`config.mk`:
```
export PLATFORM = sky130hd
export DESIGN_NAME = seq_shift_add_multiplier
export DESIGN_NICKNAME = d
export VERILOG_FILES = /design/src/rtl/seq_mult_pkg.sv /design/src/rtl/shift_add_datapath.sv /design/src/rtl/seq_shift_add_multiplier.sv
export SDC_FILE = /design/constraint.sdc
export NUM_CORES = 1
export LEC_CHECK = 0
export ABC_AREA = 1
export CAP_MARGIN = 20
export CORE_ASPECT_RATIO = 1.4
export CORE_MARGIN = 8
export CORE_UTILIZATION = 45
export CTS_BUF_LIST = sky130_fd_sc_hd__clkbuf_4 sky130_fd_sc_hd__clkbuf_8 sky130_fd_sc_hd__clkbuf_16
export DETAILED_ROUTE_END_ITERATION = 12
export GPL_ROUTABILITY_DRIVEN = 1
export GPL_TIMING_DRIVEN = 0
export PLACE_DENSITY = 0.71
export SKIP_LAST_GASP = 1
export SLEW_MARGIN = 20
export SYNTH_ARGS = -nofsm -noshare
export SYNTH_HDL_FRONTEND = slang
export SYNTH_SLANG_ARGS = --single-unit
```
`constraint.sdc`:
```
create_clock -name clk -period 2.2 [get_ports clk]
set_clock_uncertainty 0.1 [all_clocks]
set_input_delay 0.33 -clock clk [delete_from_list [all_inputs] [get_ports clk]]
set_output_delay 0.33 -clock clk [all_outputs]
set_load 0.01 [all_outputs]
```
`src/rtl/seq_mult_pkg.sv`:
```
// Shared definitions for the sequential shift-add multiplier: FSM encoding,
// default operand width and a magnitude helper for signed operands.
package seq_mult_pkg;

    localparam int unsigned DefaultWidth = 4;
    localparam int unsigned MaxWidth     = 16;

    typedef enum logic [1:0] {
        StIdle = 2'd0,
        StRun  = 2'd1,
        StDone = 2'd2
    } multState_e;

    // Operand arrives sign- or zero-extended to MaxWidth+1 bits, so the most
    // negative WIDTH-bit value still has a representable magnitude.
    function automatic logic [MaxWidth:0] absVal(input logic [MaxWidth:0] val);
        return val[MaxWidth] ? (~val + 1'b1) : val;
    endfunction

endpackage

```
`src/rtl/shift_add_datapath.sv`:
```
// Shift-add core: holds the multiplicand, the accumulator and the multiplier
// shift register, performing one add-and-shift per step.
module shift_add_datapath
    import seq_mult_pkg::*;
#(
    parameter int unsigned WIDTH = DefaultWidth
) (
    input  logic               clk,
    input  logic               rst,
    input  logic               load,
    input  logic               step,
    input  logic [WIDTH-1:0]   mcand,
    input  logic [WIDTH-1:0]   mplier,
    output logic [2*WIDTH-1:0] productNext
);

    logic [WIDTH-1:0] accQ;
    logic [WIDTH-1:0] mplierQ;
    logic [WIDTH-1:0] mcandQ;
    logic [WIDTH:0]   addend;
    logic [WIDTH:0]   sum;

    // productNext is {carry, acc, mplier} after this step's add and right shift.
    always_comb begin
        addend      = mplierQ[0] ? {1'b0, mcandQ} : '0;
        sum         = {1'b0, accQ} + addend;
        productNext = {sum, mplierQ[WIDTH-1:1]};
    end

    always_ff @(posedge clk) begin
        if (rst) begin
            accQ    <= '0;
            mplierQ <= '0;
            mcandQ  <= '0;
        end else if (load) begin
            accQ    <= '0;
            mplierQ <= mplier;
            mcandQ  <= mcand;
        end else if (step) begin
            {accQ, mplierQ} <= productNext;
        end
    end

endmodule

```
`src/rtl/seq_shift_add_multiplier.sv`:
```
// Sequential WIDTH x WIDTH multiplier, one shift-add iteration per clock,
// with start/busy/done handshake and optional two's-complement operation.
module seq_shift_add_multiplier
    import seq_mult_pkg::*;
#(
    parameter int unsigned WIDTH = DefaultWidth
) (
    input  logic               clk,
    input  logic               rst,
    input  logic               start,
    input  logic               signed_mode,
    input  logic [WIDTH-1:0]   A,
    input  logic [WIDTH-1:0]   B,
    output logic               busy,
    output logic               done,
    output logic [2*WIDTH-1:0] P
);

    localparam int unsigned CNT_W = $clog2(WIDTH + 1);

    multState_e         stateQ, stateD;
    logic [CNT_W-1:0]   cntQ;
    logic               negQ;
    logic [2*WIDTH-1:0] pQ;
    logic               load;
    logic               step;
    logic               lastStep;
    logic [MaxWidth:0]  extA;
    logic [MaxWidth:0]  extB;
    logic [WIDTH-1:0]   magA;
    logic [WIDTH-1:0]   magB;
    logic [2*WIDTH-1:0] productNext;

    // Sign-extend only in signed mode; unsigned operands pass through absVal unchanged.
    always_comb begin
        extA = {{(MaxWidth + 1 - WIDTH){signed_mode & A[WIDTH-1]}}, A};
        extB = {{(MaxWidth + 1 - WIDTH){signed_mode & B[WIDTH-1]}}, B};
        magA = WIDTH'(absVal(extA));
        magB = WIDTH'(absVal(extB));
    end

    always_comb begin
        load     = (stateQ == StIdle) && start;
        step     = (stateQ == StRun);
        lastStep = step && (cntQ == CNT_W'(1));
    end

    shift_add_datapath #(
        .WIDTH(WIDTH)
    ) u_datapath (
        .clk        (clk),
        .rst        (rst),
        .load       (load),
        .step       (step),
        .mcand      (magA),
        .mplier     (magB),
        .productNext(productNext)
    );

    always_ff @(posedge clk) begin
        if (rst) begin
            stateQ <= StIdle;
        end else begin
            stateQ <= stateD;
        end
    end

    always_comb begin
        stateD = stateQ;
        unique case (stateQ)
            StIdle:  if (start) stateD = StRun;
            StRun:   if (cntQ == CNT_W'(1)) stateD = StDone;
            StDone:  stateD = StIdle;
            default: stateD = StIdle;
        endcase
    end

    always_comb begin
        busy = 1'b0;
        done = 1'b0;
        unique case (stateQ)
            StIdle:  ;
            StRun:   busy = 1'b1;
            StDone: begin
                busy = 1'b1;
                done = 1'b1;
            end
            default: ;
        endcase
    end

    always_ff @(posedge clk) begin
        if (rst) begin
            cntQ <= '0;
            negQ <= 1'b0;
            pQ   <= '0;
        end else begin
            if (load) begin
                cntQ <= CNT_W'(WIDTH);
                negQ <= signed_mode & (A[WIDTH-1] ^ B[WIDTH-1]);
            end else if (step) begin
                cntQ <= cntQ - 1'b1;
            end
            if (lastStep) begin
                pQ <= negQ ? (~productNext + 1'b1) : productNext;
            end
        end
    end

    assign P = pQ;

endmodule

```
* After elaboration in Yosys (flattened, before gate mapping)
Cells that the tools add are included.
** Operators by class
- Multiplexer cells :: 13
- Equal/unequal tests :: 5
- Bitwise logic cells :: 7
- Reductions and logical operators :: 7
- Add/subtract/negate cells :: 5
** Operators with widths (count)
- two-way mux 4 bit :: 5
- adder 4 x 1 -> 4 bit (second input constant) :: 2
- adder 8 x 1 -> 8 bit (second input constant) :: 1
- two-way mux 8 bit :: 1
- inverter 4 bit :: 2
- inverter 8 bit :: 1
- two-way mux 3 bit :: 2
- adder 4 x 5 -> 5 bit :: 1
- two-way mux 2 bit :: 2
- case mux 2 bit (2 select lines) :: 1
- OR reduction 2 bit :: 2
- bitwise AND 1 bit :: 3
- equality test 3 x 1 -> 1 bit (second input constant) :: 1
- subtractor 3 x 1 -> 3 bit (second input constant) :: 1
- equality test 2 x 1 -> 1 bit (second input constant) :: 1
- equality test 2 bit (second input constant) :: 1
- logical AND 1 bit :: 2
- logical NOT 2 bit :: 1
- two-way mux 1 bit :: 2
- != test 2 x 1 -> 1 bit (second input constant) :: 1
- != test 2 bit (second input constant) :: 1
- AND reduction 2 bit :: 1
- nonzero test 2 bit :: 1
- XOR 1 bit :: 1
** Word-level totals
- Flip-flop bits (word level) :: 26
- Output and inout bits :: 10
- Bits of input ports :: 12

* Depth between registers and ports, before layout
Gate-level depths: netlist of run 1.
- Depth after elaboration :: 5
- Depth in mapped cells :: 14
- Gate-level depth less buffers :: 14

* Hierarchy
A second synthesis of run 1 with hierarchy kept.
** Unflattened totals
- Cells, all modules :: 233
- Area total of the unflattened synthesis :: 1629.1 µm²
** By module, submodules not included
- seq_shift_add_multiplier :: instances 1, cells an instance 134, area an instance 945.9 µm²
- shift_add_datapath :: instances 1, cells an instance 99, area an instance 683.2 µm²

* Least setup slack after synthesis of run 1
Ideal clock, no wire load.
- Kind :: register to register
- Start :: register u_datapath.mplierQ[0]
- End :: register pQ[7] (netlist: P[7])
- Period minus slack after synthesis :: 1.917 ns
- Required time :: 1.991 ns
- Path slack :: 0.283 ns
- Buffers on the path :: 0
- Cell stages (with the launch flop) :: 13
- Arrival :: 1.708 ns
- Library setup time :: 0.109 ns
- Path through :: dfxtp_1 -> nand2_1 -> inv_1 -> ha_1 -> fa_1 -> nor2_1 -> nand3_2 -> nor2_2 -> nand3_2 -> nand3_1 -> nand3_1 -> nand2_1 -> inv_1
** On the way
- Cells in the longest elaborated chain, start to end :: 5
** Ends and longest elaborated chain
- start, declared :: RTL line shift_add_datapath.sv:18 : logic [WIDTH-1:0] mplierQ;
- start signal, assigned :: RTL line shift_add_datapath.sv:37 : mplierQ <= mplier;
- start signal, assigned :: RTL line shift_add_datapath.sv:40 : {accQ, mplierQ} <= productNext;
- two-way mux 4 bit :: RTL line shift_add_datapath.sv:25 : addend = mplierQ[0] ? {1'b0, mcandQ} : '0;
- adder 4 x 5 -> 5 bit :: RTL line shift_add_datapath.sv:26 : sum = {1'b0, accQ} + addend;
- net productNext[4] :: RTL line seq_shift_add_multiplier.sv:32 : logic [2*WIDTH-1:0] productNext;
- inverter 8 bit :: RTL line seq_shift_add_multiplier.sv:105 : pQ <= negQ ? (~productNext + 1'b1) : productNext;
- adder 8 x 1 -> 8 bit :: RTL line seq_shift_add_multiplier.sv:105
- two-way mux 8 bit :: RTL line seq_shift_add_multiplier.sv:105
- end signal, assigned :: RTL line seq_shift_add_multiplier.sv:105
- end, declared :: RTL line seq_shift_add_multiplier.sv:24 : logic [2*WIDTH-1:0] pQ;
The timed path passes the listed nets, and every way through them passes these cells.
A chain may end at the register's enable or synchronous reset.

* Final worst setup path of run 1
Ends and elaborated chain as after synthesis.

==> out/results.txt, run 1 <==
hold endpoint: u_datapath.mcandQ[1]
routed len/inst: 12.4 µm
Final setup viols: 0
initial cell density of the core: 0.469
Worst Hold Launch: u_datapath.mcandQ[1]
Synth Register Bits: 26
die area: 5660 µm²
vias in the first global route: 1,459
Post-Synth Adder-Cell Area: 0.116
All-Layer GR Usage: 0.133
synth warn: 0
Die X: 65.9 µm
Syn-to-layout area delta: 22.9%
syn_area_per_cell: 7.24 µm²
final setup margin: 0.198 ns
Multi-input gate area: 898 µm²
R2R Path End: P[7]
Max Slew Vio Count: 0
Mapped Cells: 217
DRC marker count from the first detailed-route iteration: 38
Crit path required time: 2.29 ns
HPWL Detailed: 2640 µm
most frequent cells in the layout: 41 x nand2_1, 31 x inv_1, 25 x dfxtp_1
Fillers: 306
outcome: complete, no violations
Crit. End Element: flip-flop
placed cell count: 278
Setup TNS: 0 ns
Post-DRT Antenna Nets: 0
R2R cell count: 12
predominant post-synthesis flop cell: dfxtp_1
Power Density: 1010 nW/µm²
clk slew on worst S/H paths: 0.10 ns
nets: 270
Leakage Power: 0.913 nW
Clock Power Share: 0.210
Pre-Repair DR Iteration Count: 4
crit path max fanout: 5
routed wire length: 3510 µm
Post-synth EDFFs: 0
Crit Path Category: flip-flop to flip-flop
Max Used Layer: met4
largest net degree at the start of global routing: 16
post-synthesis sequential area ratio: 0.331
drt drc: 0
Worst Path Arrival: 2.09 ns
global-route wire length before repair: 6160 µm
post-synthesis mux area share: 0.00637
Worst Hold Class: flip-flop to flip-flop
GPL Wtd Cong: 0.785
wl on met1: 1540 µm
MaxCap Viol Count: 0
maximum clock frequency: 499 MHz
core area: 3350 µm²
H-tree levels: 1
sequential group share of total power: 0.337
Ports: 22
FF-to-FF Start: u_datapath.mplierQ[0]
startpoint types: flip-flop
Worst Tran Pin Value: 0.304 ns
P_int: 1.18 mW
maximum vdd drop: 0.553 mV
Final Cycle Share: 0.910
Comb pwr share: 0.453
initial antenna violation count: 0
Post-Synthesis Cell Area: 1570 µm²
CTS buffer count: 3
total number of vias: 1,446
Clock Path Buffers: 2
RSZ-0062 raised after global routing: no
relative slew slack: 0.797
Simple-Gate Fraction of Synth Area: 0.233
fin crit period: 2.00 ns
fin cells: 283
IO buf count: 21
Hold Fails Final Rpt: 0
CTS tree: built
XOR/XNOR Fraction of Synth Area: 0.0279
GRT overflow: 0
Sw Share: 0.395
Clock Sinks: 26
Async SR Flop Fraction: 0
register area: 524 µm²
worst hold path stage count: 2
Synth Area in Compound Gates: 0.178
Hold-fix buffers, CTS: 0
Net Sw Power: 0.768 mW
largest family of logic cells by synthesized area: simple AND/OR/NAND/NOR gates
r2r setup slk: 0.20 ns
pre-CTS setup slack: 0.0906 ns
CTS root buffer: clkbuf_8
leading cell type in the layout, fill and taps excluded: nand2_1
std cell rows: 25
Netlist cell types: 28
layout cells sized above 1: 0.128
Post-Syn Nets: 243
met2 wire length: 1850 µm
met3 WL: 69 µm
Skew-Pair Late Insertion Delay: 0.28 ns
Vias/cell: 5.11
ant diodes: 0
Die Y: 85.9 µm
==> cells in the mapped netlist (2+ instances only) <==
master	count	area, µm²
nand2_2	3	18.8
inv_2	7	26.3
nor2_1	17	63.8
xor2_1	5	43.8
nand3_2	3	30.0
a21oi_1	18	90.1
a31oi_1	2	12.5
nand3_1	12	60.1
buf_2	3	15.0
o21ai_0	6	30.0
o31ai_1	2	15.0
nor2_2	2	12.5
nand2_1	41	154
o21a_1	3	22.5
o21ai_1	13	65.1
dfxtp_1	26	521
ha_1	13	163
inv_1	31	116
==> repair_timing <==
item,CTS,global route
gates resized for setup,0,6
setup buffers,0,1
endpoints found under the setup margin,0,2
==> flip-flops by register name (all words and copies together), names as in the netlist <==
signal              cells
negQ                    1
P                       8
stateQ                  2
u_datapath.mcandQ       4
u_datapath.mplierQ      4
cntQ                    3
u_datapath.accQ         4
==> metrics by stage <==
| step | util | area [µm²] | total power [mW] | hold slack, ns |
|---|---|---|---|---|
| floorplan | - | 1570 | 1.29 | 0.299 |
| global placement | 0.547 | 1830 | 1.51 | 0.353 |
| detailed placement | 0.547 | 1830 | 1.53 | 0.359 |
| CTS | 0.568 | 1900 | 1.94 | 0.374 |
| global route | 0.577 | 1930 | 2.10 | 0.402 |
| finish | 0.577 | 1930 | 1.94 | 0.371 |
==> worst max-delay path: stages (launching register included) <==
cell and delay [ns]:
dfxtp_4 0.37, nand2_1 0.08, inv_1 0.07, ha_4 0.17, fa_2 0.47, nor2_2 0.14, nand3_2 0.10, nor2_2 0.10
nand3_2 0.07, nand3_1 0.07, nand3_1 0.08, nand2_1 0.06, inv_1 0.03
==> power by group through the flow <==
stage	clock network [mW]	registers [mW]	logic, mW
floorplan	0	0.652	0.638
global placement	0	0.661	0.848
detailed placement	0	0.664	0.863
CTS	0.422	0.652	0.867
global route	0.432	0.672	0.999
finish	0.407	0.655	0.881
==> kinds of logic after synthesis <==
logic type	count (synthesis)
buf+inv	42
xor+xnor	5
flops	26
compound gates	49
mux	1
simple gates	80
fa+ha+maj	14
==> final cells by class <==
type	count	area share
Timing Repair Buffer	22	0.113
Buffer	4	0.0136
Sequential cell	26	0.272
Inverter	38	0.0739
Clock inverter	1	0.0156
Tap cell	40	0.0259
Clock buffer	3	0.0214
Multi-Input combinational cell	149	0.465
==> how the worst max path moves through the flow <==
stage                                      from  endpoint  slack, ns  depth (start not counted)
after floorplan           u_datapath.mplierQ[0]      P[7]       0.28                         12
after global routing      u_datapath.mplierQ[0]      P[7]       0.03                         12
after CTS                 u_datapath.mplierQ[0]      P[7]       0.03                         12
after detailed placement  u_datapath.mplierQ[0]      P[7]       0.09                         12
final                     u_datapath.mplierQ[0]      P[7]       0.20                         12
after global placement    u_datapath.mplierQ[0]      P[7]       0.12                         12
==> layer usage <==
layer | track usage | vias up
met1 | 0.155 | 670
met5 | 0 | -
met3 | 0.0183 | 6
met4 | 0.0538 | 0
met2 | 0.231 | 22
li1 | - | 748
(Power assumes the default switching activity.)
==> run 2, diff against run 1 <==
Settings changed: TNS_END_PERCENT set to 50.
==> results of run 2 <==
Same layout as run 1: the final DEF is identical, and so are final timing and power.
